--- config.mk ---
export PLATFORM = sky130hd
export DESIGN_NAME = seq_divider
export DESIGN_NICKNAME = d
export VERILOG_FILES = /design/src/rtl/seq_divider.sv
export SDC_FILE = /design/constraint.sdc
export NUM_CORES = 1
export LEC_CHECK = 0
export ABC_CLOCK_PERIOD_IN_PS = 7900
export CAP_MARGIN = 20
export CORE_MARGIN = 2
export CORE_UTILIZATION = 56
export CTS_CLUSTER_SIZE = 40
export DETAILED_ROUTE_END_ITERATION = 8
export PLACE_DENSITY = 0.82
export SLEW_MARGIN = 20
export SYNTH_ARGS = -nofsm -noshare
export SYNTH_HDL_FRONTEND = slang
export SYNTH_SLANG_ARGS = --single-unit
--- constraint.sdc ---
create_clock -name clk -period 7.9 [get_ports clk]
set_input_delay 1.975 -clock clk [delete_from_list [all_inputs] [get_ports clk]]
set_output_delay 1.975 -clock clk [all_outputs]
set_load 0.005 [all_outputs]
--- src/rtl/seq_divider.sv ---
`default_nettype none
// ============================================================================
//  Module   : seq_divider
//  Purpose  : Sequential unsigned restoring divider. Divides a 2*WIDTH-bit
//             dividend by a WIDTH-bit divisor and produces one quotient bit
//             per clock. Uses a start/done handshake.
//  Ports    :
//    clk        - rising-edge clock
//    reset      - asynchronous, active-high reset
//    start      - operation request, sampled only while idle
//    dividend   - 2*WIDTH-bit unsigned dividend, latched on acceptance
//    divisor    - WIDTH-bit unsigned divisor, latched on acceptance
//    busy       - high while iterations are in progress
//    done       - one-cycle pulse, results valid in that cycle
//    quotient   - WIDTH-bit quotient, held until the next completion
//    remainder  - WIDTH-bit remainder, held until the next completion
//    error      - divide-by-zero or quotient overflow, held with results
//  Revision : 1.0 - initial release
// ============================================================================
module seq_divider #(
    parameter int WIDTH = 16
) (
    input  logic                 clk,
    input  logic                 reset,
    input  logic                 start,
    input  logic [2*WIDTH-1:0]   dividend,
    input  logic [WIDTH-1:0]     divisor,
    output logic                 busy,
    output logic                 done,
    output logic [WIDTH-1:0]     quotient,
    output logic [WIDTH-1:0]     remainder,
    output logic                 error
);

    localparam int CW = (WIDTH > 1) ? $clog2(WIDTH) : 1;

    typedef enum logic [1:0] {
        S_IDLE = 2'd0,
        S_BUSY = 2'd1,
        S_DONE = 2'd2
    } state_t;

    state_t             r_state;
    state_t             w_state_nxt;
    logic               w_accept;
    logic               w_busy;
    logic               w_done;

    logic [WIDTH-1:0]   r_rem;        // partial remainder, always < divisor
    logic [WIDTH-1:0]   r_shift;      // dividend low bits out, quotient bits in
    logic [WIDTH-1:0]   r_divisor;
    logic [CW-1:0]      r_cnt;
    logic [WIDTH-1:0]   r_quot;
    logic [WIDTH-1:0]   r_remout;
    logic               r_error;

    logic               w_err_in;
    logic               w_last;
    logic [WIDTH:0]     w_rprime;
    logic               w_ge;
    logic [WIDTH-1:0]   w_diff;
    logic [WIDTH-1:0]   w_rnext;
    logic [WIDTH-1:0]   w_qnext;

    // A high half >= divisor means the quotient cannot fit in WIDTH bits.
    // This also covers divisor==0, since any value is >= 0.
    assign w_err_in = (dividend[2*WIDTH-1:WIDTH] >= divisor);

    // One restoring step. R' is WIDTH+1 bits so the shifted-out MSB of the
    // partial remainder takes part in the compare; since R' < 2*divisor the
    // difference always fits back into WIDTH bits.
    assign w_rprime = {r_rem, r_shift[WIDTH-1]};
    assign w_ge     = (w_rprime >= {1'b0, r_divisor});
    assign w_diff   = WIDTH'(w_rprime - {1'b0, r_divisor});
    assign w_rnext  = w_ge ? w_diff : w_rprime[WIDTH-1:0];
    assign w_qnext  = {r_shift[WIDTH-2:0], w_ge};
    assign w_last   = (r_cnt == CW'(WIDTH - 1));

    always_ff @(posedge clk or posedge reset) begin
        if (reset) begin
            r_state <= S_IDLE;
        end else begin
            r_state <= w_state_nxt;
        end
    end

    always_comb begin
        w_state_nxt = r_state;
        w_accept    = 1'b0;
        w_busy      = 1'b0;
        w_done      = 1'b0;
        case (r_state)
            S_IDLE: begin
                if (start) begin
                    w_accept    = 1'b1;
                    w_state_nxt = w_err_in ? S_DONE : S_BUSY;
                end
            end
            S_BUSY: begin
                w_busy = 1'b1;
                if (w_last) begin
                    w_state_nxt = S_DONE;
                end
            end
            S_DONE: begin
                w_done      = 1'b1;
                w_state_nxt = S_IDLE;
            end
            default: begin
                w_state_nxt = S_IDLE;
            end
        endcase
    end

    always_ff @(posedge clk or posedge reset) begin
        if (reset) begin
            r_rem     <= '0;
            r_shift   <= '0;
            r_divisor <= '0;
            r_cnt     <= '0;
            r_quot    <= '0;
            r_remout  <= '0;
            r_error   <= 1'b0;
        end else if (w_accept) begin
            r_divisor <= divisor;
            if (w_err_in) begin
                // Error results go straight to the outputs for the DONE cycle.
                r_quot   <= '1;
                r_remout <= dividend[WIDTH-1:0];
                r_error  <= 1'b1;
            end else begin
                r_rem   <= dividend[2*WIDTH-1:WIDTH];
                r_shift <= dividend[WIDTH-1:0];
                r_cnt   <= '0;
            end
        end else if (r_state == S_BUSY) begin
            r_rem   <= w_rnext;
            r_shift <= w_qnext;
            r_cnt   <= r_cnt + CW'(1);
            if (w_last) begin
                r_quot   <= w_qnext;
                r_remout <= w_rnext;
                r_error  <= 1'b0;
            end
        end
    end

    assign busy      = w_busy;
    assign done      = w_done;
    assign quotient  = r_quot;
    assign remainder = r_remout;
    assign error     = r_error;

endmodule
`default_nettype wire
# Word level (Yosys, flattened, before mapping)
# Cells that the tools add are included.
[word_totals] in_bits=51 register_bits=87
[op_classes] reduce_logical=6 mux=30 magnitude_cmp=2 n_eq_ne=7 addsub=2
[op_table] operator="16-bit 2-to-1 mux" n=15
[op_table] operator="17-bit by 16-bit >= comparator with 1-bit output" n=1
[op_table] operator="16-bit >= comparator" n=1
[op_table] operator="16-bit subtractor" n=1
[op_table] operator="4-bit 2-to-1 mux" n=3
[op_table] operator="1-bit 2-to-1 mux" n=8
[op_table] operator="2-bit 2-to-1 mux" n=3
[op_table] operator="2-bit != test, second input constant" n=3
[op_table] operator="4-bit by 1-bit adder with 4-bit output, second input constant" n=1
[op_table] operator="4-bit == test, second input constant" n=1
[op_table] operator="2-bit case mux with 2 select lines" n=1
[op_table] operator="2-bit AND reduction" n=2
[op_table] operator="2-bit nonzero test" n=2
[op_table] operator="3-bit AND reduction" n=1
[op_table] operator="2-bit by 1-bit == test with 1-bit output, second input constant" n=1
[op_table] operator="2-bit == test, second input constant" n=1
[op_table] operator="2-bit zero test" n=1
[op_table] operator="2-bit by 1-bit != test with 1-bit output, second input constant" n=1

# Logic depth before layout (Yosys ltp)
# Gate-level depths: netlist of the first run.
[logic_depth] ltp_word=5 depth_mapped=11 mapped_depth_nobuf=11

# Least setup slack after synthesis of the first run
# Ideal clock, no wire load.
[synth_path] path_kind="input-to-reg" from="input divisor[9]" to="register r_remout[12] (netlist: remainder[12])" cell_stages=10 n_path_buf=1 path_slack_ns=3.804 setup_time_ns=0.121 arrival_ns=3.975 cell_sequence="inv_1 ha_1 and4_1 and2_0 a221o_1 or4_4 nand2_4 inv_6 buf_6 o22a_1"
[synth_between] elab_chain_len=3
[synth_rtl] element="start: declaration" line_no="27" source="input logic [WIDTH-1:0] divisor,"
[synth_rtl] element="16-bit >= comparator" line_no="67" source="assign w_err_in = (dividend[2*WIDTH-1:WIDTH] >= divisor);"
[synth_rtl] element="2-bit by 1-bit != test with 1-bit output (no source line)"
[synth_rtl] element="3-bit AND reduction (no source line)"
[synth_rtl] element="end signal: assignment" line_no="129" source="r_remout <= dividend[WIDTH-1:0];"
[synth_rtl] element="end signal: assignment" line_no="142" source="r_remout <= w_rnext;"
[synth_rtl] element="end: declaration" line_no="54" source="logic [WIDTH-1:0] r_remout;"
# No other way between the ends.
# A chain may end at the register's enable or synchronous reset.

# Worst setup path after layout of the first run
[layout_path] from="input dividend[16]" to="register r_quot[14] (netlist: quotient[14])"
[layout_between] elab_chain_len=3
[layout_rtl] element="start: declaration" line_no="26" source="input logic [2*WIDTH-1:0] dividend,"
[layout_rtl] element="16-bit >= comparator" line_no="67"
[layout_rtl] element="2-bit by 1-bit != test with 1-bit output (no source line)"
[layout_rtl] element="3-bit AND reduction (no source line)"
[layout_rtl] element="end signal: assignment" line_no="141" source="r_quot <= w_qnext;"
[layout_rtl] element="end: declaration" line_no="53" source="logic [WIDTH-1:0] r_quot;"
# No other way between the ends.

==> results of run 1 <==
## power by group through the flow
| stage | sequential (mW) | combinational, mW | clock [mW] |
|---|---|---|---|
| after floorplan | 0.762 | 1.17 | 0 |
| after global placement | 0.788 | 1.60 | 0 |
| after detailed placement | 0.795 | 1.66 | 0 |
| after CTS | 0.788 | 1.67 | 0.389 |
| after global routing | 0.811 | 1.85 | 0.405 |
| final | 0.791 | 1.70 | 0.389 |
## cell type report
cell class / instances / area, um2 / area share
multi-input cells: 433 / 2708 / 0.4282
flip-flops and latches: 87 / 2177 / 0.3443
repair buffers: 91 / 899.6 / 0.1423
inverters: 41 / 160.2 / 0.02533
well taps: 111 / 138.9 / 0.02196
clock buffers: 9 / 123.9 / 0.01959
clock inverters: 6 / 116.4 / 0.01840
## cells in the final DEF (no fill, tap or decap), types with 9 or more instances in the layout
master | Yosys | final
clkbuf_8 | 0 | 9
dfrtp_1 | 87 | 87
nand3_1 | 21 | 21
nand2_1 | 98 | 98
clkdlybuf4s50_1 | 0 | 85
a21oi_1 | 33 | 33
inv_1 | 39 | 38
o21ai_0 | 62 | 62
o31ai_1 | 13 | 13
ha_1 | 33 | 33
mux2i_1 | 16 | 16
a211oi_1 | 9 | 9
nor2_1 | 32 | 32
a31oi_1 | 9 | 9
## path summary, 6_finish.rpt
kind | depth (start not counted) | slack [ps] | startpoint | to
max | 10 | 3240 | dividend[16] | quotient[14]
max in group asynchronous | 3 | 5250 | reset | r_divisor[15]
min | 2 | 490 | r_divisor[0] | r_divisor[0]
min in group asynchronous | 3 | 2120 | reset | quotient[5]
max reg2reg | 8 | 4660 | r_rem[10] | remainder[6]
min reg2reg | 2 | 490 | r_divisor[0] | r_divisor[0]
## flip-flops by register name (all words and copies together), names as in the netlist
| signal | count |
|---|---|
| r_rem | 16 |
| r_divisor | 16 |
| r_shift | 16 |
| error | 1 |
| r_cnt | 4 |
| remainder | 16 |
| quotient | 16 |
| r_state | 2 |
## critical path, delay by kind of cell
kind / cells / cell delay, ps
AND/OR/NAND/NOR: 3 / 430
adder cells (fa/ha/maj): 1 / 280
buffers and inverters: 3 / 830
AO/OA/AOI/OAI: 3 / 1410
## cell families after synthesis
family                     count (synthesis)  synth area share
DFF                                       87            0.4213
muxes                                     16           0.03099
buffers and inverters                     69           0.05569
adders and majority gates                 34           0.08378
AOI/OAI and AO/OA                        178            0.2218
and+or+nand+nor                          195            0.1695
xor gates and xnor gates                  10           0.01695
## stage by stage
stage                     instance area, um2  cells  setup slack, ps
after floorplan                         5167    589             3675
after CTS                               6320    778             3283
after global routing                    6324    778             3063
final                                   6324    778             3242
after detailed placement                6080    763             2904
after global placement                  6072    762             2822
## per-layer routing
layer  track usage  vias up  wire length [um]
met5             0        -                 0
met4        0.1243        0               443
met3       0.04248       32               766
met2        0.4626      156              6508
met1        0.3851     2279              6096
li1              -     2227                 -
==> impl_metrics.prom, run 1 <==
# TYPE chip_impl_metric gauge
chip_impl_metric{name="finalHoldViolCount",unit=""} 0
chip_impl_metric{name="dp.final_hpwl",unit="um"} 9934
chip_impl_metric{name="fraction_of_power_consumed_by_sequential_logic",unit=""} 0.275
chip_impl_info{name="rsz_0062_raised_after_global_routing",value="false"} 1
chip_impl_metric{name="htree_num_levels",unit=""} 3
chip_impl_metric{name="post_synth.cell_area_avg",unit="um2"} 8.773
chip_impl_metric{name="transition_time_of_the_tightest_slew_check_pin",unit="ps"} 799.9
chip_impl_metric{name="totalWireLength",unit="um"} 13810
chip_impl_metric{name="clock_latency",unit="ps"} 380
chip_impl_metric{name="placement.io_buffers",unit=""} 85
chip_impl_info{name="synthTopCellsByCount",value="nand2_1 (98), dfrtp_1 (87), o21ai_0 (62), inv_1 (39)"} 1
chip_impl_metric{name="power_per_cell_area",unit="nW/um2"} 454.7
chip_impl_metric{name="clkSlewWorstSetupHoldPaths",unit="ps"} 100
chip_impl_metric{name="gp_routability_congestion",unit=""} 0.8921
chip_impl_metric{name="cts_resized",unit=""} 0
chip_impl_info{name="clockRootBuffer",value="clkbuf_8"} 1
chip_impl_metric{name="maxSlewViolCount",unit=""} 0
chip_impl_metric{name="totalPowerFinal",unit="mW"} 2.875
chip_impl_info{name="critical-path-slowest-cell",value="o21ai_1"} 1
chip_impl_metric{name="intPower",unit="mW"} 1.591
chip_impl_metric{name="final.fill_count",unit=""} 744
chip_impl_metric{name="max_slew_headroom",unit=""} 0.4631
chip_impl_metric{name="cts.sink_count",unit=""} 87
chip_impl_metric{name="crit_path_max_fanout",unit=""} 10
chip_impl_metric{name="seq_area_frac_synth",unit=""} 0.4213
chip_impl_metric{name="chipHeight",unit="um"} 100.1
chip_impl_metric{name="power_switching_share",unit=""} 0.4466
chip_impl_metric{name="vias",unit=""} 4694
chip_impl_metric{name="synthToLayoutAreaGrowth",unit="%"} 22.37
chip_impl_metric{name="synth_seq_cells",unit=""} 87
chip_impl_metric{name="postRouteAntennaNets",unit=""} 0
chip_impl_metric{name="synth-edff-count",unit=""} 0
chip_impl_metric{name="worst_hold_slack",unit="ps"} 491.1
chip_impl_metric{name="std_cell_rows",unit=""} 35
chip_impl_metric{name="final.min_clock_period",unit="ps"} 4658
chip_impl_metric{name="cts_max_path_buffers",unit=""} 2
chip_impl_metric{name="synthesis.instances",unit=""} 589
chip_impl_info{name="tritoncts",value="done"} 1
chip_impl_metric{name="async_flop_share",unit=""} 1.000
chip_impl_metric{name="synth-warning-count",unit=""} 0
chip_impl_metric{name="final_net_count",unit=""} 748
chip_impl_info{name="run_status",value="finished clean"} 1
chip_impl_metric{name="n_antenna_cell",unit=""} 0
chip_impl_info{name="worstSetupPathType",value="primary input to flop"} 1
chip_impl_metric{name="drtIter0Drc",unit=""} 245
chip_impl_metric{name="avgViaCountPerCell",unit=""} 6.033
chip_impl_info{name="postSynth.topFlopCell",value="dfrtp_1"} 1
chip_impl_metric{name="syn-cell-area",unit="um2"} 5167
chip_impl_metric{name="grt_use_total",unit=""} 0.2856
chip_impl_metric{name="post-synth-top-area-fraction",unit=""} 0.4213
chip_impl_metric{name="hold_buffers",unit=""} 0
chip_impl_metric{name="post-cts-setup-buffers",unit=""} 0
chip_impl_metric{name="max-vdd-ir-drop",unit="V"} 0.0002637
chip_impl_metric{name="route.detailed.wl_per_inst",unit="um"} 17.76
chip_impl_metric{name="max_cap_viol_count",unit=""} 0
chip_impl_metric{name="drc_violation_count_after_routing",unit=""} 0
chip_impl_metric{name="postLayoutCoreUtil",unit=""} 0.6942
chip_impl_metric{name="effective_utilization_at_floorplan",unit=""} 0.5673
chip_impl_metric{name="antenna_violations_before_repair",unit=""} 0
chip_impl_info{name="yosysMostFrequentCell",value="nand2_1"} 1
chip_impl_metric{name="max_freq",unit="GHz"} 0.2147
chip_impl_metric{name="final.period_utilization",unit=""} 0.5896
chip_impl_metric{name="cts_made_buffers",unit=""} 9
chip_impl_metric{name="cellLeakagePower",unit="nW"} 2.805
chip_impl_metric{name="share_of_final_layout_standard_cells_stronger_than_drive_strength_1",unit=""} 0.05547
chip_impl_metric{name="combinationalPowerShare",unit=""} 0.590
chip_impl_metric{name="drt-pass1-iter-count",unit=""} 5
chip_impl_metric{name="grt_pass1_wl",unit="um"} 22450
chip_impl_info{name="worstHoldPathType",value="flop to flop"} 1
chip_impl_metric{name="syn-num-nets",unit=""} 674
chip_impl_metric{name="finalClockSkew",unit="ps"} 13.33
chip_impl_metric{name="first_global_vias",unit=""} 4608
chip_impl_metric{name="gr-total-overflow",unit=""} 0
chip_impl_metric{name="timing.critical_path.required",unit="ps"} 8160
chip_impl_info{name="endpoint_kind",value="flop"} 1
chip_impl_metric{name="p_clk_frac",unit=""} 0.135
chip_impl_metric{name="boundaryPins",unit=""} 86
chip_impl_metric{name="die_width",unit="um"} 100.1
chip_impl_info{name="post-synth-top-area-cell",value="dfrtp_1"} 1
chip_impl_info{name="crit_path_cell_trace",value="clkdlybuf4s50_1, inv_1, ha_1, nand2b_1, a2111oi_2, nor4_1, o21a_1, o21ai_1, buf_4, nand3_1"} 1
chip_impl_metric{name="critPathArrivalTime",unit="ps"} 4920
chip_impl_metric{name="floorplan.die_area",unit="um2"} 10010
chip_impl_info{name="synth.top_cells.by_area",value="dfrtp_1 (42%), ha_1 (8.0%), nand2_1 (7.1%)"} 1
chip_impl_metric{name="grt_max_degree",unit=""} 88
chip_impl_metric{name="synth.distinct_cells",unit=""} 61
chip_impl_info{name="setup.worst_path.start_class",value="primary input"} 1
chip_impl_metric{name="critical_path.max_stage_delay",unit="ps"} 630
chip_impl_metric{name="design.core.area",unit="um2"} 9109
chip_impl_metric{name="net-switching-power",unit="mW"} 1.284
chip_impl_metric{name="final-setup-viol-count",unit=""} 0
chip_impl_metric{name="tns",unit="ps"} 0
Note: power is estimated with default switching activity, not from simulation.
==> run 2, diff against run 1 <==
--- a/config.mk
+++ b/config.mk
@@ -5,13 +5,13 @@
 export SDC_FILE = /design/constraint.sdc
 export NUM_CORES = 1
 export LEC_CHECK = 0
-export ABC_CLOCK_PERIOD_IN_PS = 7900
+export ABC_CLOCK_PERIOD_IN_PS = 4500
 export CAP_MARGIN = 20
 export CORE_MARGIN = 2
-export CORE_UTILIZATION = 56
+export CORE_UTILIZATION = 54
 export CTS_CLUSTER_SIZE = 40
 export DETAILED_ROUTE_END_ITERATION = 8
-export PLACE_DENSITY = 0.82
+export PLACE_DENSITY = 0.8
 export SLEW_MARGIN = 20
 export SYNTH_ARGS = -nofsm -noshare
 export SYNTH_HDL_FRONTEND = slang
==> constraint.sdc (replaced) <==
create_clock -name clk -period 4.5 [get_ports clk]
set_input_delay 1.125 -clock clk [delete_from_list [all_inputs] [get_ports clk]]
set_output_delay 1.125 -clock clk [all_outputs]
set_load 0.005 [all_outputs]
==> run 2 against run 1 <==
Effect of this change:
- setup slack got worse by 2700 ps
- clock skew increased by 3.0 ps
- count of clock-buffer cells in the layout grew 1
- global-route usage decreased by 0.19 points
- combinational power grew 77%
- die area is 3.6% higher
- worst hold slack gained 5.7 ps
- critical path type unchanged
==> impl_metrics.prom, run 2 (same netlist as run 1, synthesis figures left out) <==
# TYPE chip_impl_metric gauge
chip_impl_info{name="run_status",value="finished clean"} 1
chip_impl_metric{name="max-vdd-ir-drop",unit="V"} 0.0004233
chip_impl_metric{name="std_cell_rows",unit=""} 35
chip_impl_metric{name="cts_resized",unit=""} 0
chip_impl_metric{name="tns",unit="ps"} 0
chip_impl_metric{name="worst_hold_slack",unit="ps"} 496.8
chip_impl_metric{name="dp.final_hpwl",unit="um"} 10450
chip_impl_metric{name="clock_latency",unit="ps"} 380
chip_impl_info{name="tritoncts",value="done"} 1
chip_impl_metric{name="placement.io_buffers",unit=""} 85
chip_impl_metric{name="gp_routability_congestion",unit=""} 0.9520
chip_impl_info{name="worstHoldPathType",value="flop to flop"} 1
chip_impl_info{name="endpoint_kind",value="flop"} 1
chip_impl_info{name="rsz_0062_raised_after_global_routing",value="false"} 1
chip_impl_metric{name="share_of_final_layout_standard_cells_stronger_than_drive_strength_1",unit=""} 0.06250
chip_impl_metric{name="finalClockSkew",unit="ps"} 16.38
chip_impl_metric{name="hold_buffers",unit=""} 0
chip_impl_metric{name="crit_path_max_fanout",unit=""} 17
chip_impl_metric{name="die_width",unit="um"} 101.8
chip_impl_metric{name="grt_pass1_wl",unit="um"} 22690
chip_impl_metric{name="synthToLayoutAreaGrowth",unit="%"} 23.27
chip_impl_info{name="hold_path.startpoint",value="r_divisor[0]"} 1
chip_impl_metric{name="final_net_count",unit=""} 752
chip_impl_metric{name="avgViaCountPerCell",unit=""} 5.870
chip_impl_metric{name="cts_made_buffers",unit=""} 9
chip_impl_metric{name="chipHeight",unit="um"} 101.8
chip_impl_metric{name="drtIter0Drc",unit=""} 382
chip_impl_metric{name="final.period_utilization",unit=""} 0.8871
chip_impl_info{name="worstSetupPathType",value="primary input to flop"} 1
chip_impl_info{name="worstReg2RegEnd",value="remainder[6]"} 1
chip_impl_metric{name="critical_path.max_stage_delay",unit="ps"} 690
chip_impl_info{name="critical-path-slowest-cell",value="a2111oi_2"} 1
chip_impl_metric{name="antenna_violations_before_repair",unit=""} 0
chip_impl_metric{name="grt_max_degree",unit=""} 52
chip_impl_metric{name="critPathArrivalTime",unit="ps"} 4240
chip_impl_metric{name="totalWireLength",unit="um"} 14030
chip_impl_metric{name="timing.critical_path.required",unit="ps"} 4750
chip_impl_metric{name="finalHoldViolCount",unit=""} 0
chip_impl_metric{name="final.min_clock_period",unit="ps"} 3992
chip_impl_metric{name="floorplan.die_area",unit="um2"} 10370
chip_impl_metric{name="post-cts-setup-buffers",unit=""} 0
chip_impl_metric{name="route.detailed.wl_per_inst",unit="um"} 17.52
chip_impl_metric{name="placedCellCount",unit=""} 785
chip_impl_metric{name="postRouteAntennaNets",unit=""} 0
chip_impl_metric{name="cts.sink_count",unit=""} 87
chip_impl_metric{name="timing.reg2reg.setup_slack",unit="ps"} 1270
chip_impl_metric{name="maxSlewViolCount",unit=""} 0
chip_impl_metric{name="boundaryPins",unit=""} 86
chip_impl_metric{name="htree_num_levels",unit=""} 3
chip_impl_metric{name="max_slew_headroom",unit=""} 0.4843
chip_impl_metric{name="cts_max_path_buffers",unit=""} 2
chip_impl_metric{name="n_antenna_cell",unit=""} 0
chip_impl_metric{name="grt_use_total",unit=""} 0.2837
chip_impl_metric{name="power_per_cell_area",unit="nW/um2"} 793.1
chip_impl_metric{name="hold_depth",unit=""} 2
chip_impl_info{name="layout_common_cells",value="nand2_1 (98), dfrtp_1 (87), clkdlybuf4s50_1 (85), o21ai_0 (62), inv_1 (38)"} 1
chip_impl_metric{name="cellLeakagePower",unit="nW"} 2.824
chip_impl_metric{name="fin_cells",unit=""} 801
chip_impl_metric{name="timing.reg2reg.worst_path_depth",unit=""} 8
chip_impl_info{name="cpLargestDelayFamily",value="simple AND/OR/NAND/NOR gates"} 1
chip_impl_metric{name="design.core.area",unit="um2"} 9284
chip_impl_info{name="most_common_cell_after_layout_fill_and_taps_aside",value="nand2_1"} 1
chip_impl_info{name="crit_path_cell_trace",value="clkdlybuf4s50_1, inv_1, ha_1, nand2b_1, a2111oi_2, nor4_1, or4_4, nand2_4, inv_6, o21ai_0, o21ai_0"} 1
chip_impl_metric{name="first_global_vias",unit=""} 4609
chip_impl_metric{name="max_freq",unit="GHz"} 0.2505
chip_impl_metric{name="gr-total-overflow",unit=""} 0
chip_impl_metric{name="clkSlewWorstSetupHoldPaths",unit="ps"} 90
chip_impl_metric{name="path_buf_inv",unit=""} 3
chip_impl_metric{name="transition_time_of_the_tightest_slew_check_pin",unit="ps"} 766.5
chip_impl_info{name="clockRootBuffer",value="clkbuf_8"} 1
chip_impl_metric{name="drc_violation_count_after_routing",unit=""} 0
chip_impl_metric{name="drt-pass1-iter-count",unit=""} 5
chip_impl_info{name="crit_path_frequent_cell",value="o21ai_0"} 1
chip_impl_info{name="worstHoldEndpoint",value="r_divisor[0]"} 1
chip_impl_metric{name="effective_utilization_at_floorplan",unit=""} 0.5566
chip_impl_metric{name="vias",unit=""} 4702
chip_impl_info{name="setup.worst_path.start_class",value="primary input"} 1
chip_impl_metric{name="postLayoutCoreUtil",unit=""} 0.6861
chip_impl_metric{name="max_cap_viol_count",unit=""} 0
chip_impl_info{name="worst_reg2reg_path_startpoint",value="r_rem[9]"} 1
chip_impl_metric{name="totalPowerFinal",unit="mW"} 5.052
chip_impl_metric{name="final-setup-viol-count",unit=""} 0
run 2: per-layer routing:
metal / routed length [um] / track usage
met5: 0 / 0
met4: 429 / 0.1303
met3: 885 / 0.04172
met2: 6691 / 0.4580
met1: 6023 / 0.3808
run 2: tightest hold or removal path: cells and delay by family, from the launching register on:
family	cells	cell delay (ps)
flip-flops	1	360
AND/OR/NAND/NOR	2	120
run 2: cell type report:
cell class	instances	area (um2)
clock buffers	10	137.6
clock inverters	6	100.1
well taps	129	161.4
fillers	771	2914
multi-input cells	433	2708
flip-flops and latches	87	2177
inverters	41	160.2
repair buffers	95	925.9
run 2: stage by stage:
step / worst slack [ps] / cell area, um2
6_report: 508.3 / 6370
5_1_grt: 510.2 / 6370
4_1_cts: 611.1 / 6370
3_5_place_dp: 235.5 / 6132
3_3_place_gp: 286.9 / 6132
2_1_floorplan: 1125 / 5167
run 2: report_power, final:
group / switching (mW) / internal, mW / leakage [nW] / total, mW
logic: 1.72 / 1.29 / 1.70 / 3.01
registers: 0.238 / 1.14 / 1.00 / 1.38
clock network: 0.318 / 0.339 / 0.121 / 0.657
run 2: how the worst max path moves through the flow:
| stage | from | end | slack, ps | depth (start not counted) |
|---|---|---|---|---|
| 2_1_floorplan | reset | error | 1120 | 1 |
| 3_3_place_gp | dividend[16] | remainder[12] | 290 | 10 |
| 3_5_place_dp | dividend[16] | remainder[4] | 240 | 11 |
| 4_1_cts | dividend[16] | remainder[4] | 610 | 11 |
| 5_1_grt | dividend[16] | remainder[3] | 510 | 11 |
| 6_report | dividend[16] | remainder[4] | 510 | 11 |
==> run 3, diff against run 2 <==
--- a/config.mk
+++ b/config.mk
@@ -5,14 +5,14 @@
 export SDC_FILE = /design/constraint.sdc
 export NUM_CORES = 1
 export LEC_CHECK = 0
+export ABC_AREA = 1
 export ABC_CLOCK_PERIOD_IN_PS = 4500
 export CAP_MARGIN = 20
 export CORE_MARGIN = 2
-export CORE_UTILIZATION = 54
+export CORE_UTILIZATION = 55
 export CTS_CLUSTER_SIZE = 40
 export DETAILED_ROUTE_END_ITERATION = 8
 export PLACE_DENSITY = 0.8
-export SLEW_MARGIN = 20
 export SYNTH_ARGS = -nofsm -noshare
 export SYNTH_HDL_FRONTEND = slang
 export SYNTH_SLANG_ARGS = --single-unit
==> run 3 against run 2 <==
Effect of this change:
- non-clock buffer count fell by 1
- synthesized area rose by 9.4%
- flip-flop and latch count did not move
- clock power fell by 9.3%
- first-iteration DRC count fell by 16%
- critical path type unchanged
==> impl_metrics.prom, run 3 <==
# TYPE chip_impl_metric gauge
chip_impl_info{name="run_status",value="finished clean"} 1
chip_impl_metric{name="async_flop_share",unit=""} 1.000
chip_impl_metric{name="synth.distinct_cells",unit=""} 33
chip_impl_metric{name="std_cell_rows",unit=""} 37
chip_impl_metric{name="max_freq",unit="GHz"} 0.2993
chip_impl_metric{name="post_synth.cell_area_avg",unit="um2"} 6.973
chip_impl_metric{name="drtIter0Drc",unit=""} 319
chip_impl_metric{name="crit_path_max_fanout",unit=""} 26
chip_impl_metric{name="cellLeakagePower",unit="nW"} 3.480
chip_impl_metric{name="finalHoldViolCount",unit=""} 0
chip_impl_metric{name="power_per_cell_area",unit="nW/um2"} 809.0
chip_impl_info{name="worstSetupPathType",value="primary input to flop"} 1
chip_impl_metric{name="vias",unit=""} 5294
chip_impl_metric{name="htree_num_levels",unit=""} 3
chip_impl_metric{name="cts_resized",unit=""} 0
chip_impl_metric{name="totalWireLength",unit="um"} 14260
chip_impl_metric{name="maxSlewViolCount",unit=""} 0
chip_impl_info{name="synth.top_cells.by_area",value="dfrtp_1 (38%), nand2_1 (16%), nor2_1 (8.6%)"} 1
chip_impl_metric{name="layout.cell_area.non_filler",unit="um2"} 6824
chip_impl_metric{name="clock_latency",unit="ps"} 360
chip_impl_metric{name="avgViaCountPerCell",unit=""} 5.160
chip_impl_metric{name="postRouteAntennaNets",unit=""} 0
chip_impl_metric{name="gp_routability_congestion",unit=""} 0.9088
chip_impl_metric{name="share_of_final_layout_standard_cells_stronger_than_drive_strength_1",unit=""} 0.05955
chip_impl_metric{name="worst_hold_slack",unit="ps"} 494.0
chip_impl_metric{name="floorplan.die_area",unit="um2"} 11110
chip_impl_metric{name="grt_use_total",unit=""} 0.2680
chip_impl_metric{name="chipHeight",unit="um"} 105.4
chip_impl_metric{name="timing.reg2reg.setup_slack",unit="ps"} 1930
chip_impl_metric{name="post-cts-setup-buffers",unit=""} 0
chip_impl_metric{name="transition_time_of_the_tightest_slew_check_pin",unit="ps"} 700.0
chip_impl_metric{name="n_antenna_cell",unit=""} 0
chip_impl_metric{name="final.period_utilization",unit=""} 0.7425
chip_impl_info{name="tritoncts",value="done"} 1
chip_impl_metric{name="finalClockSkew",unit="ps"} 6.725
chip_impl_metric{name="boundaryPins",unit=""} 86
chip_impl_metric{name="synth_compound_gate_area_share",unit=""} 0.07146
chip_impl_metric{name="syn-num-nets",unit=""} 896
chip_impl_info{name="post-synth-top-area-cell",value="dfrtp_1"} 1
chip_impl_metric{name="synth_mux_area_frac",unit=""} 0
chip_impl_metric{name="synth_xor_area_frac",unit=""} 0.01239
chip_impl_metric{name="seq_area_frac_synth",unit=""} 0.3850
chip_impl_metric{name="synth_seq_cells",unit=""} 87
chip_impl_metric{name="drc_violation_count_after_routing",unit=""} 0
chip_impl_metric{name="synth-edff-count",unit=""} 0
chip_impl_metric{name="hold_buffers",unit=""} 0
chip_impl_metric{name="yosys.area_share.adder",unit=""} 0.07655
chip_impl_metric{name="timing.critical_path.required",unit="ps"} 4710
chip_impl_info{name="main_combinational_cell_family_by_area_after_synthesis",value="simple AND/OR/NAND/NOR gates"} 1
chip_impl_info{name="clockRootBuffer",value="clkbuf_8"} 1
chip_impl_info{name="most_common_cell_after_layout_fill_and_taps_aside",value="nand2_1"} 1
chip_impl_metric{name="die_width",unit="um"} 105.4
chip_impl_metric{name="synthToLayoutAreaGrowth",unit="%"} 20.66
chip_impl_metric{name="design.core.area",unit="um2"} 10140
chip_impl_metric{name="final_net_count",unit=""} 970
chip_impl_metric{name="postPlaceCellArea",unit="um2"} 6584
chip_impl_info{name="rsz_0062_raised_after_global_routing",value="false"} 1
chip_impl_metric{name="grt_pass1_wl",unit="um"} 23890
chip_impl_metric{name="route.detailed.wl_per_inst",unit="um"} 13.90
chip_impl_metric{name="max_cap_viol_count",unit=""} 0
chip_impl_metric{name="max_slew_headroom",unit=""} 0.5333
chip_impl_metric{name="gr-total-overflow",unit=""} 0
chip_impl_info{name="setup.worst_path.start_class",value="primary input"} 1
chip_impl_metric{name="grt_max_degree",unit=""} 66
chip_impl_metric{name="post-synth-top-area-fraction",unit=""} 0.3850
chip_impl_metric{name="cts_made_buffers",unit=""} 9
chip_impl_metric{name="clkSlewWorstSetupHoldPaths",unit="ps"} 80
chip_impl_metric{name="syn-cell-area",unit="um2"} 5655
chip_impl_info{name="layout_common_cells",value="nand2_1 (240), nor2_1 (129), inv_1 (102), dfrtp_1 (87), clkdlybuf4s50_1 (85)"} 1
chip_impl_metric{name="antenna_violations_before_repair",unit=""} 0
chip_impl_metric{name="drt-pass1-iter-count",unit=""} 5
chip_impl_metric{name="synth-warning-count",unit=""} 0
chip_impl_metric{name="critPathArrivalTime",unit="ps"} 3560
chip_impl_metric{name="max-vdd-ir-drop",unit="V"} 0.0004709
chip_impl_metric{name="placement.io_buffers",unit=""} 85
chip_impl_metric{name="dp.final_hpwl",unit="um"} 10800
chip_impl_info{name="synthTopCellsByCount",value="nand2_1 (241), nor2_1 (129), inv_1 (103), dfrtp_1 (87), o21ai_0 (62)"} 1
chip_impl_metric{name="synth-simple-area-share",unit=""} 0.3560
chip_impl_metric{name="effective_utilization_at_floorplan",unit=""} 0.5578
chip_impl_metric{name="synthesis.instances",unit=""} 811
chip_impl_metric{name="final.min_clock_period",unit="ps"} 3341
chip_impl_metric{name="cts.sink_count",unit=""} 87
chip_impl_info{name="postSynth.topFlopCell",value="dfrtp_1"} 1
chip_impl_metric{name="cts_max_path_buffers",unit=""} 2
chip_impl_metric{name="first_global_vias",unit=""} 5074
chip_impl_info{name="yosysMostFrequentCell",value="nand2_1"} 1
chip_impl_info{name="worstHoldPathType",value="flop to flop"} 1
chip_impl_metric{name="tns",unit="ps"} 0
chip_impl_info{name="endpoint_kind",value="flop"} 1
chip_impl_metric{name="final-setup-viol-count",unit=""} 0
==> run 3: cell types whose count changed after synthesis, sizes merged, moves of 8 or more <==
cell    delta
nand2    +145
nand3     +34
nor2     +101
o31ai     -13
a211oi    -10
inv       +67
mux2i     -16
a31oi      -9
and3       -8
a21oi     -21
nand4     +18
==> run 3: cell type report <==
class	instances	area [um2]
Clock buffer	11	131.4
Clock inverter	5	81.33
Fill cell	885	3314
Inverter	107	402.9
Multi-Input combinational cell	586	2923
Sequential cell	87	2177
Tap cell	136	170.2
Timing Repair Buffer	94	938.4
==> run 3: routing by layer <==
metal | wire, um | track usage | vias to the layer above
li1 | - | - | 2685
met1 | 6268 | 0.3428 | 2415
met2 | 6872 | 0.4567 | 162
met3 | 690 | 0.04391 | 32
met4 | 431 | 0.09905 | 0
met5 | 0 | 0 | -
==> run 3: logic make-up after synthesis <==
group / count (synthesis)
AOI/OAI and AO/OA: 79
xor gates and xnor gates: 8
adders and majority gates: 34
buffers and inverters: 138
DFF: 87
and+or+nand+nor: 465
==> run 3: path summary, 6_finish.rpt <==
kind | from | end | cells after the start
min reg2reg | r_divisor[15] | r_divisor[15] | 2
min in group asynchronous | reset | r_shift[4] | 2
min | r_divisor[15] | r_divisor[15] | 2
max reg2reg | r_rem[11] | remainder[13] | 13
max | divisor[11] | error | 14
max in group asynchronous | reset | r_rem[14] | 4
==> run 3: power by group <==
group | switching, mW | leakage, nW | internal, mW
logic | 2.16 | 2.33 | 1.34
registers | 0.254 | 1.05 | 1.17
clock network | 0.281 | 0.104 | 0.314
total | 2.69 | 3.48 | 2.83
==> run 3: per-stage QoR <==
step	std cells	utilization	power [mW]	worst slack, ps
3_5_place_dp	1009	0.6494	4.913	787.4
5_1_grt	1026	0.6731	6.067	931.7
3_3_place_gp	1009	0.6494	4.820	796.7
2_1_floorplan	811	-	3.878	1125
4_1_cts	1025	0.6704	5.523	1163
6_report	1026	0.6731	5.521	1159
==> run 3: worst max-delay path, stage by stage <==
cell and delay [ps]:
clkdlybuf4s50_1 450, inv_1 40, ha_1 290, nand2_1 60, inv_1 70, nand3_1 90
nor3_2 280, nand2_1 100, nand4_1 90, buf_4 240, nand2_1 230, buf_4 300
nand2_1 80, o21ai_0 90
